**src/rtl/cpu_ad48_dmem_arb.sv**
```systemverilog
// cpu_ad48_dmem_arb
//
// Shares the single-port cpu_ad48 data memory between the CPU load/store
// unit (port C) and a DMA/debug master (port D). Port C has fixed priority;
// a starvation counter forces a grant to port D after it has been denied
// STARVE_LIMIT consecutive cycles while requesting. One access is accepted
// per cycle. The response (read data, or a plain acknowledge for writes)
// arrives on the owning port exactly one cycle after acceptance.
//
// Ports
//   clk, resetn                 clock, asynchronous active-low reset
//   c_valid/c_we/c_addr/c_wdata CPU request (held stable until c_ready)
//   c_ready                     CPU request accepted this cycle
//   c_rvalid/c_rdata/c_err      CPU response, one cycle after acceptance
//   d_*                         same set for the DMA/debug port
//   mem_en/mem_we/mem_addr/
//   mem_wdata                   DMEM request strobes and payload
//   mem_rdata                   DMEM read data, valid the cycle after a read
module cpu_ad48_dmem_arb #(
   parameter int DM_WORDS     = 128,
   parameter int AW           = 48,
   parameter int MAW          = 7,
   parameter int STARVE_LIMIT = 4
) (
   input  logic           clk,
   input  logic           resetn,
   input  logic           c_valid,
   input  logic           c_we,
   input  logic [AW-1:0]  c_addr,
   input  logic [47:0]    c_wdata,
   output logic           c_ready,
   output logic           c_rvalid,
   output logic [47:0]    c_rdata,
   output logic           c_err,
   input  logic           d_valid,
   input  logic           d_we,
   input  logic [AW-1:0]  d_addr,
   input  logic [47:0]    d_wdata,
   output logic           d_ready,
   output logic           d_rvalid,
   output logic [47:0]    d_rdata,
   output logic           d_err,
   output logic           mem_en,
   output logic           mem_we,
   output logic [MAW-1:0] mem_addr,
   output logic [47:0]    mem_wdata,
   input  logic [47:0]    mem_rdata
);

   localparam logic [3:0]    LIMIT    = 4'(STARVE_LIMIT);
   localparam logic [AW-1:0] ADDR_END = AW'(DM_WORDS);

   typedef enum logic [2:0] {
      TAG_NONE,
      TAG_C_RD,
      TAG_C_WR,
      TAG_D_RD,
      TAG_D_WR
   } tag_t;

   logic [3:0]    starve_cnt_p1;
   tag_t          tag_p1;
   logic          err_p1;

   logic          force_d;
   logic          grant_c;
   logic          grant_d;
   logic          any_grant;
   logic          sel_we;
   logic [AW-1:0] sel_addr;
   logic [47:0]   sel_wdata;
   logic          in_range;

   // ---- stage 0: arbitration, range check and memory drive ----
   // Grants are qualified by resetn so nothing is accepted (and no memory
   // strobe escapes) while reset is held, even with requests pending.
   always_comb begin
      force_d   = d_valid & (starve_cnt_p1 == LIMIT);
      grant_d   = resetn & d_valid & (~c_valid | force_d);
      grant_c   = resetn & c_valid & ~grant_d;
      any_grant = grant_c | grant_d;

      sel_we    = grant_d ? d_we    : c_we;
      sel_addr  = grant_d ? d_addr  : c_addr;
      sel_wdata = grant_d ? d_wdata : c_wdata;
      in_range  = sel_addr < ADDR_END;

      mem_en    = any_grant & in_range;
      mem_we    = mem_en & sel_we;
      mem_addr  = mem_en ? sel_addr[MAW-1:0] : '0;
      mem_wdata = mem_en ? sel_wdata : '0;
   end

   assign c_ready = grant_c;
   assign d_ready = grant_d;

   // ---- stage 0 -> 1: starvation counter and response tag ----
   always_ff @(posedge clk or negedge resetn) begin
      if (!resetn) begin
         starve_cnt_p1 <= '0;
         tag_p1        <= TAG_NONE;
         err_p1        <= 1'b0;
      end else begin
         if (!d_valid || grant_d)
            starve_cnt_p1 <= '0;
         else if (starve_cnt_p1 < LIMIT)
            starve_cnt_p1 <= starve_cnt_p1 + 4'd1;

         if (grant_c)
            tag_p1 <= sel_we ? TAG_C_WR : TAG_C_RD;
         else if (grant_d)
            tag_p1 <= sel_we ? TAG_D_WR : TAG_D_RD;
         else
            tag_p1 <= TAG_NONE;

         err_p1 <= any_grant & ~in_range;
      end
   end

   // ---- stage 1: response steering ----
   // Read data is passed only for an in-range read; writes and range errors
   // return zero so the requester never sees stale memory output.
   always_comb begin
      c_rvalid = (tag_p1 == TAG_C_RD) | (tag_p1 == TAG_C_WR);
      d_rvalid = (tag_p1 == TAG_D_RD) | (tag_p1 == TAG_D_WR);
      c_err    = c_rvalid & err_p1;
      d_err    = d_rvalid & err_p1;
      c_rdata  = ((tag_p1 == TAG_C_RD) && !err_p1) ? mem_rdata : '0;
      d_rdata  = ((tag_p1 == TAG_D_RD) && !err_p1) ? mem_rdata : '0;
   end

endmodule

```
**config.mk**
```make
export PLATFORM = sky130hd
export DESIGN_NAME = cpu_ad48_dmem_arb
export DESIGN_NICKNAME = d
export VERILOG_FILES = /design/src/rtl/cpu_ad48_dmem_arb.sv
export SDC_FILE = /design/constraint.sdc
export NUM_CORES = 1
export LEC_CHECK = 0
export CAP_MARGIN = 20
export CORE_AREA = 2 2 156 158
export CTS_BUF_LIST = sky130_fd_sc_hd__clkbuf_8 sky130_fd_sc_hd__clkbuf_16
export DETAILED_ROUTE_END_ITERATION = 7
export DIE_AREA = 0 0 158 160
export HOLD_SLACK_MARGIN = 0.06
export PLACE_DENSITY = 0.49
export SYNTH_ARGS = -nofsm -noshare
export SYNTH_HDL_FRONTEND = slang
export SYNTH_SLANG_ARGS = --single-unit
```
**constraint.sdc**
```tcl
create_clock -name clk -period 2.35 [get_ports clk]
set_input_delay 0.3525 -clock clk [delete_from_list [all_inputs] [get_ports clk]]
set_output_delay 0.3525 -clock clk [all_outputs]
set_load 0.01 [all_outputs]
```
==> out/summary.json <==
{
  "run_status": "complete, but fails checks",
  "failed_checks": "negative setup slack",
  "netlist_top_cells_count": "sky130_fd_sc_hd__nand2_1, sky130_fd_sc_hd__and2_1, sky130_fd_sc_hd__a221oi_1",
  "wl_per_cell_um": 17.9,
  "timing.critical_path.slowest_stage_cell": "sky130_fd_sc_hd__or4_4",
  "syn-mean-instance-area_um2": 6.34,
  "worst-endpoint-arrival_ns": 2.58,
  "rr_startpoint": "starve_cnt_p1[1]$_DFFE_PN0P_",
  "post-synth-top-count-cell": "sky130_fd_sc_hd__nand2_1",
  "synthesis.instances": 381,
  "insertedDiodeCount": 0,
  "max-cap-violations": 0,
  "synthToLayoutAreaGrowth_pct": 232,
  "final-max-slew-violation-count": 0,
  "dp_worst_setup_slack_ns": -1.08,
  "type_of_origin_of_the_critical_path": "input pin",
  "powerDensity_nw_per_um2": 158,
  "drt_first_pass_iters": 4,
  "design.die.area_um2": 25300,
  "ratio_of_cells_with_drive_above_1_in_the_final_layout": 0.261,
  "highest-signal-layer": "met4",
  "ys.warnings.count": 0,
  "antenna_violation_net_count_after_detailed_routing": 0,
  "num_vias": 4529,
  "final_critical_path_setup_slack_ns": -0.585,
  "drt_drc_violations_left": 0,
  "io_buffers": 404,
  "crit_path_end_kind": "primary output",
  "fp.coreArea_um2": 23800,
  "rsz0062_at_grt": "true",
  "grt_overflow": 0,
  "cts_hold_repair.buffers": 0,
  "clock_tree_buffer_depth": 2,
  "cp_num_buf_inv": 4,
  "power_w": 0.00127,
  "grt_pass1_wl_um": 27000,
  "dr.first_iter.drc_count": 98,
  "num_rows": 57,
  "cts.sinks": 8,
  "asyncSetResetFlopFracSynth": 1.00,
  "finalHoldViolations": 0,
  "fin_skew_ns": 0.000538,
  "critical-path-top-delay-family": "simple AND/OR/NAND/NOR gates",
  "dr_wl_met3_um": 1550,
  "p_leak_nw": 3.75,
  "wl_um": 20500,
  "clk_root_buffer_cell": "sky130_fd_sc_hd__clkbuf_16",
  "worst_slew_margin_rel": 0.753,
  "cts_htree_levels": 1,
  "synth_top_area_cell": "sky130_fd_sc_hd__and2_1",
  "crit_path_cell_trace": "clkdlybuf4s50_1 > nor4_1 > nand4_1 > or4_4 > buf_4 > clkbuf_16 > a221oi_4 > buf_2",
  "synthesized_flop_and_latch_total": 8,
  "worst-setup-path-type": "in2out",
  "clk_pin_slew_ns": 0.04,
  "vdd.ir_drop.worst_uv": 148,
  "worst_path_largest_cell_delay_ns": 0.58,
  "finalSetupViolations": 58,
  "initial_utilization": 0.101,
  "first_global_vias": 4625,
  "detail_route.vias_per_cell": 3.97,
  "pin_count_of_the_biggest_net_entering_global_routing": 38,
  "boundaryPins": 405,
  "leading_post_synthesis_cells_by_cell_area": "sky130_fd_sc_hd__and2_1, sky130_fd_sc_hd__nand2_1, sky130_fd_sc_hd__a221oi_1, sky130_fd_sc_hd__a221oi_2, sky130_fd_sc_hd__dfrtp_1",
  "hold_path.class": "in2async",
  "place_congestion": 0.722,
  "synth_top_area_frac": 0.256,
  "synth_area_um2": 2420,
  "floorplan.die.height_um": 160,
  "final_clock_period_utilization_by_the_worst_path": 1.25,
  "antenna_violations_before_repair": 0,
  "grt_usage": 0.140,
  "yosysUniqueCellTypes": 30,
  "chipWidth_um": 158,
  "timing.final.crit_period_ns": 2.93,
  "most_frequently_used_flop_master_after_synthesis": "sky130_fd_sc_hd__dfrtp_1",
  "number_of_synthesized_flops_with_an_enable_pin": 0,
  "timing.critical_path.from": "c_addr[8]",
  "num-nets-final": 1066,
  "final_non_filler_cells": 1140,
  "placedCellCount": 1094,
  "fmaxAchievable_mhz": 341,
  "worst-slew-pin-transition_ns": 0.370,
  "path_max_fanout": 9,
  "insertion_delay_ns": 0.23,
  "tritoncts": "built",
  "ys_seq_area_frac": 0.0828,
  "synth_fp_nets": 629,
  "dpl_wire_length_um": 15100,
  "cts_made_buffers": 3,
  "m1WireLength_um": 6950,
  "required_ns": 2.00,
  "wl_met2_um": 11800
}
## cell families after synthesis
group | count (synthesis) | share of synthesized area
AND/OR/NAND/NOR | 257 | 0.539
AO/OA/AOI/OAI | 64 | 0.266
buffers and inverters | 47 | 0.0906
flip-flops | 8 | 0.0828
XOR/XNOR | 2 | 0.00725
adder cells (fa/ha/maj) | 2 | 0.0104
multiplexers | 1 | 0.00414
## worst paths after layout
| kind | to | slack [ns] | cells after the start |
|---|---|---|---|
| min in group clk | starve_cnt_p1[2]$_DFFE_PN0P_ | 0.59 | 3 |
| worst min register to register | starve_cnt_p1[2]$_DFFE_PN0P_ | 0.59 | 3 |
| worst max-delay path | mem_wdata[1] | -0.58 | 8 |
| max in group asynchronous | err_p1$_DFF_PN0_ | 1.73 | 2 |
| worst max register to register | err_p1$_DFF_PN0_ | 0.08 | 10 |
| worst min-delay path | starve_cnt_p1[3]$_DFFE_PN0P_ | 0.45 | 2 |
## what timing repair did
action / 4_1_cts / 5_1_grt
setup buffers: 17 / 10
gates resized for setup: 368 / 29
setup endpoints to repair: 85 / 100
cloned: 10 / 7
pin swaps: 30 / 25
## where the power goes
| part | total (W) | switching, W | internal (W) |
|---|---|---|---|
| Clock | 0.000289 | 0.0000690 | 0.000220 |
| Combinational | 0.000821 | 0.000317 | 0.000503 |
| Sequential | 0.000158 | 0.00000938 | 0.000148 |
| Total | 0.00127 | 0.000396 | 0.000871 |
## flip-flops by register name, indices dropped and copies added, names as in the netlist
register       cells
err_p1             1
starve_cnt_p1      4
tag_p1             3
## cell usage in the layout, fill, tap and decap left out, types with 2 or more instances in the layout
master,instances
sky130_fd_sc_hd__a21oi_1,2
sky130_fd_sc_hd__a221oi_2,30
sky130_fd_sc_hd__a221oi_4,25
sky130_fd_sc_hd__and2_1,99
sky130_fd_sc_hd__buf_12,13
sky130_fd_sc_hd__buf_16,7
sky130_fd_sc_hd__buf_2,55
sky130_fd_sc_hd__buf_4,36
sky130_fd_sc_hd__buf_6,10
sky130_fd_sc_hd__clkbuf_16,9
sky130_fd_sc_hd__clkdlybuf4s50_1,243
sky130_fd_sc_hd__dfrtp_1,6
sky130_fd_sc_hd__dfrtp_2,2
sky130_fd_sc_hd__dlygate4sd2_1,95
sky130_fd_sc_hd__dlymetal6s2s_1,8
sky130_fd_sc_hd__inv_1,3
sky130_fd_sc_hd__nand2_1,115
sky130_fd_sc_hd__nand3_1,2
sky130_fd_sc_hd__nand4_1,5
sky130_fd_sc_hd__nor2_1,8
sky130_fd_sc_hd__nor4_1,5
sky130_fd_sc_hd__nor4_2,13
sky130_fd_sc_hd__o21ai_0,3
sky130_fd_sc_hd__or4_4,2
sky130_fd_sc_hd__xnor2_1,2
## final cells by class
| cell class | instances | area (µm²) |
|---|---|---|
| inverter | 4 | 15.0 |
| tap | 324 | 405 |
| sequential | 8 | 203 |
| fill | 2606 | 15800 |
| multi-input combinational | 326 | 2660 |
| timing repair buffer | 475 | 4670 |
| clock buffer | 3 | 75.1 |
## through the flow
step,setup TNS (ns),utilization,instance area (µm²),hold slack (ns)
2_1_floorplan,-1.30,-,2910,0.0569
3_3_place_gp,-59.44,0.312,7440,0.582
3_5_place_dp,-58.54,0.312,7440,0.587
4_1_cts,-27.10,0.325,7730,0.461
5_1_grt,-34.25,0.337,8030,0.477
6_report,-29.89,0.337,8030,0.453
## layer usage
metal  vias to the layer above  global-route usage
met2                       241               0.298
li1                       2219                   -
met5                         -                   0
met4                         0              0.0225
met1                      2058               0.137
met3                        11              0.0271
No activity file was read; power rests on OpenSTA's default activity.
==> RTL change 1: new RTL, config.mk and constraints unchanged <==
Change the parameter `AW` from 48 to 24.
--- a/src/rtl/cpu_ad48_dmem_arb.sv
+++ b/src/rtl/cpu_ad48_dmem_arb.sv
@@ -19,5 +19,5 @@
 module cpu_ad48_dmem_arb #(
    parameter int DM_WORDS     = 128,
-   parameter int AW           = 48,
+   parameter int AW           = 24,
    parameter int MAW          = 7,
    parameter int STARVE_LIMIT = 4
Interface: changed (resized c_addr and d_addr); port bits go from 405 to 357. No check against the original RTL was run, so the function may have changed too.
==> RTL change 1 against the unedited design <==
  * Via count decreased by 21%
  * Non-clock buffer count decreased by 61
  * Synthesized area decreased by 23%
  * Wire length decreased by 26%
  * Sequential cell count unchanged
  * Critical endpoint is now mem_wdata[42]
  * Setup slack improved by 0.59 ns
  * Final area decreased by 20%
  * Total power decreased by 17%
  * Clock power decreased by 3%
==> RTL change 1: results (changes against the unedited design) <==
Synth Net Count = 444 (was 629)
antenna violations before repair = 2 (was 0)
reg2reg setup slack = 0.51 ns (was 0.08 ns)
grt met1 use = 0.111 (was 0.137)
top sig layer = met5 (was met4)
vias per cell = 3.74 (was 3.97)
Final #Nets = 836 (was 1066)
Synth top cells by count = and2_1, a32o_1, clkbuf_1, nor2_1, dfrtp_1 (was nand2_1, and2_1, a221oi_1, clkbuf_1, nor4_1)
share of cells above drive strength 1 = 0.227 (was 0.261)
largest net degree at the start of global routing = 49 (was 38)
largest cells by area after synthesis = and2_1, a32o_1, dfrtp_1, clkbuf_1, nor2_1 (was and2_1, nand2_1, a221oi_1, a221oi_2, dfrtp_1)
All-Layer GR Usage = 0.101 (was 0.140)
GR Util met2 = 0.200 (was 0.298)
wire length on met1 = 5450 µm (was 6950 µm)
DRT iter0 DRCs = 124 (was 98)
Critical Path AT = 1.99 ns (was 2.58 ns)
Setup CP Type = reg2out (was in2out)
dpl cells = 928 (was 1094)
GR Layer Usage met3 = 0.0220 (was 0.0271)
crit-path max FO = 8 (was 9)
sequential-to-total area share from yosys stat = 0.108 (was 0.0828)
FF-to-FF Start = starve_cnt_p1[0] (was starve_cnt_p1[1])
met2 WL = 8050 µm (was 11800 µm)
PortBufs = 356 (was 404)
vias in the first global route = 3559 (was 4625)
final WL = 15100 µm (was 20500 µm)
VDD IR-drop max = 0.135 mV (was 0.148 mV)
WL met3 = 1580 µm (was 1550 µm)
worst reg-to-reg path cell count = 9 (was 10)
DP HPWL = 11200 µm (was 15100 µm)
synth unique cells = 29 (was 30)
Worst Hold Margin = 0.592 ns (was 0.453 ns)
Worst Setup EP = mem_wdata[42] (was mem_wdata[1])
worst clock skew = 0.000934 ns (was 0.000538 ns)
first-pass GRT wire length = 19900 µm (was 27000 µm)
Mean Syn Cell Area = 7.58 µm² (was 6.34 µm²)
fillcell total = 2632 (was 2606)
status = finished, final reports clean (was finished with violations)
CTS Buf Count = 3 (unchanged)
worst setup path start = starve_cnt_p1[0] (was c_addr[8])
RD Place Congestion = 0.677 (was 0.722)
Worst R2R End = tag_p1[0] (was err_p1)
leak pwr = 0.00328 µW (was 0.00375 µW)
routed length per instance = 15.8 µm (was 17.9 µm)
Max-slew headroom = 0.784 (was 0.753)
Placed Area = 0.00604 mm² (was 0.00744 mm²)
-- RTL change 1: changes by cell type after synthesis, sizes merged, moves of 3 or more --
cell / delta
nand2: -110
a32o: +56
a221oi: -55
clkbuf: -17
nor4: -11
inv: +3
nor2: +3
-- RTL change 1: per-stage QoR --
step                setup WS, ns  power (µW)
detailed placement        -0.685         752
global placement          -0.689         750
global route              -0.106        1110
floorplan                  0.390         261
CTS                       -0.183        1050
finish                   0.00393        1050
-- RTL change 1: kinds of logic (layout without fill, tap and decap cells) --
logic type,Yosys count,count (layout),synth area share
buffers and inverters,35,425,0.0933
AO/OA/AOI/OAI,67,67,0.344
adder cells (fa/ha/maj),2,2,0.0135
XOR/XNOR,2,2,0.00947
other,0,1,0
AND/OR/NAND/NOR,130,130,0.431
flip-flops,8,8,0.108
-- RTL change 1: worst max-delay path, cell delays in order (launching register included) --
cell and delay [ns]:
dfrtp_1 0.37, inv_1 0.06, ha_1 0.15, nand3b_1 0.15
o211ai_4 0.27, nor3_4 0.09, buf_12 0.16, clkbuf_16 0.17
a32o_1 0.20, buf_2 0.14
-- RTL change 1: layout make-up --
type / instances / area (µm²) / area share
multi-input cells: 201 / 1560 / 0.242
well taps: 324 / 405 / 0.0631
diodes: 1 / 2.50 / 0.000389
repair buffers: 414 / 4140 / 0.644
flip-flops and latches: 8 / 204 / 0.0317
inverters: 7 / 38.8 / 0.00603
repair inverters: 1 / 8.76 / 0.00136
clock buffers: 3 / 75.1 / 0.0117
-- RTL change 1: power by group --
group	internal (µW)	switching [µW]
combinational	421	190
clock	219	62.0
sequential	149	10.4
-- RTL change 1: timing repair --
item	in CTS	in global routing
endpoints found under the setup margin	64	84
pin swaps	15	14
cloned	6	9
setup buffers	11	5
gates resized for setup	266	93
hold buffers	0	0
==> RTL change 2: new RTL, same settings <==
Without the edit above. Make the reset (`resetn`) synchronous in one clocked block. Comments in the files are not updated.
--- a/src/rtl/cpu_ad48_dmem_arb.sv
+++ b/src/rtl/cpu_ad48_dmem_arb.sv
@@ -96,5 +96,5 @@
 
    // ---- stage 0 -> 1: starvation counter and response tag ----
-   always_ff @(posedge clk or negedge resetn) begin
+   always_ff @(posedge clk) begin
       if (!resetn) begin
          starve_cnt_p1 <= '0;
Behaviour: differs if resetn is asserted again (counterexample within 4 cycles, from zero or initial values and one cycle with resetn low); with resetn held inactive, the same outputs for 10 cycles.
==> RTL change 2 against the unedited design <==
  * Sequential share of layout area fell by 0.40 points
  * Largest cell class unchanged
  * Via count fell by 0.44%
  * The run still ends with setup timing left
  * Clock power fell by 4%
  * Critical path depth rose by 2
  * Total power fell by 8.9%
  * Highest routed layer is now met5
  * Synthesized area fell by 1.1%
  * Critical endpoint is now mem_wdata[41]
  * Clock skew rose by 0.0019 ns
  * Non-clock buffer count fell by 10
  * Wire length fell by 3.8%
  * Sequential cell count did not move
  * Final cell count fell by 0.70%
  * Final area fell by 0.89%
  * Setup slack improved by 0.17 ns
==> RTL change 2: results (changes against the unedited design) <==
sequential-to-total area share from yosys stat = 0.0670 (was 0.0828)
Synth Net Count = 630 (was 629)
DRT iter0 DRCs = 122 (was 98)
crit-path max FO = 5 (was 9)
sw frac = 0.297 (was 0.313)
# setup viols final = 61 (was 58)
largest net degree at the start of global routing = 49 (was 38)
DP HPWL = 14800 µm (was 15100 µm)
VDD IR-drop max = 0.261 mV (was 0.148 mV)
leak pwr = 0.00366 µW (was 0.00375 µW)
worst setup path start = starve_cnt_p1[1] (was c_addr[8])
share of cells above drive strength 1 = 0.261 (about the same)
Mean Syn Cell Area = 6.26 µm² (was 6.34 µm²)
Least-Margin Pin Slew = 0.449 ns (was 0.370 ns)
first-pass GRT wire length = 28100 µm (was 27000 µm)
Placement Setup Slack = -1.03 ns (was -1.08 ns)
routed length per instance = 17.4 µm (was 17.9 µm)
final WL = 19700 µm (was 20500 µm)
Setup WS post-layout = -0.418 ns (was -0.585 ns)
largest cells by area after synthesis = and2_1, nand2_1, a221oi_1, a221oi_2, dfxtp_1 (was and2_1, nand2_1, a221oi_1, a221oi_2, dfrtp_1)
failing checks = setup timing (unchanged)
Critical Path AT = 2.42 ns (was 2.58 ns)
vias per cell = 3.98 (was 3.97)
Worst R2R End = starve_cnt_p1[0] (was err_p1)
top_reg_cell synth = dfxtp_1 (was dfrtp_1)
status = finished with violations (unchanged)
synth unique cells = 32 (was 30)
CP max stage delay = 0.45 ns (was 0.58 ns)
Worst path top cell family by delay = buffers and inverters (was simple AND/OR/NAND/NOR gates)
setup TNS = -21.18 ns (was -29.89 ns)
Synth top cells by count = nand2_1, and2_1, a221oi_1, clkbuf_1, nor4_1 (unchanged)
reg2reg setup slack = -0.21 ns (was 0.08 ns)
fillcell total = 2552 (was 2606)
Worst Setup EP = mem_wdata[41] (was mem_wdata[1])
-- RTL change 2: cell types whose count changed after synthesis --
cell,delta
dfxtp_1,+8
nand2_1,-1
dfrtp_1,-8
o21a_1,+1
nor4bb_1,+1
nor3_1,-1
o21ai_0,-1
nor2_1,+1
and3_1,+1
-- RTL change 2: logic make-up after synthesis --
family          share of synthesized area
compound gates                      0.270
xor+xnor                          0.00733
fa+ha+maj                          0.0105
buf+inv                            0.0916
flops                              0.0670
mux                               0.00419
simple gates                        0.549
-- RTL change 2: worst min-delay path by stage --
stage	cells after the start	startpoint	slack, ns	endpoint
floorplan	2	starve_cnt_p1[3]	0.45	starve_cnt_p1[3]
global placement	3	starve_cnt_p1[3]	0.57	starve_cnt_p1[3]
detailed placement	3	starve_cnt_p1[3]	0.57	starve_cnt_p1[3]
CTS	3	starve_cnt_p1[3]	0.58	starve_cnt_p1[3]
global route	3	starve_cnt_p1[3]	0.63	starve_cnt_p1[3]
finish	3	starve_cnt_p1[3]	0.59	starve_cnt_p1[3]
-- RTL change 2: through the flow --
stage          area, µm²   util
6_report            7960  0.334
3_3_place_gp        7330  0.308
5_1_grt             7960  0.334
4_1_cts             7790  0.327
3_5_place_dp        7330  0.308
2_1_floorplan       2820      -
-- RTL change 2: cell type report --
class                           count  area share
Multi-Input combinational cell    327       0.332
Timing Repair Buffer              465       0.584
Tap cell                          324      0.0509
Antenna cell                        1    0.000314
Sequential cell                     8      0.0212
Inverter                            4     0.00220
Clock buffer                        3     0.00943
-- RTL change 2: power groups by stage --
stage               registers [µW]  logic [µW]  clock network (µW)
CTS                            148         725                 283
global placement               149         747                   0
floorplan                      147         186                   0
finish                         148         727                 278
global route                   149         784                 290
detailed placement             150         747                   0
-- RTL change 2: tightest hold or removal path, cell delays in order, from the launching register on --
cell     delay (ns)
dfxtp_1        0.30
buf_4          0.13
inv_1          0.07
nor2_1         0.05
-- RTL change 2: per-layer routing --
layer,global-route usage,share of wire,vias up,wire length [µm]
met3,0.0293,0.080,12,1580
met2,0.293,0.55,236,10900
met4,0.0152,0.0066,4,129
li1,-,-,2202,-
met5,0,0.0014,-,27
met1,0.155,0.36,2055,7090
-- RTL change 2: timing repair --
action / CTS / global route
setup buffers: 28 / 6
gates resized for setup: 402 / 44
hold buffers: 0 / 0
cloned: 8 / 2
endpoints found under the setup margin: 61 / 99
pin swaps: 25 / 19
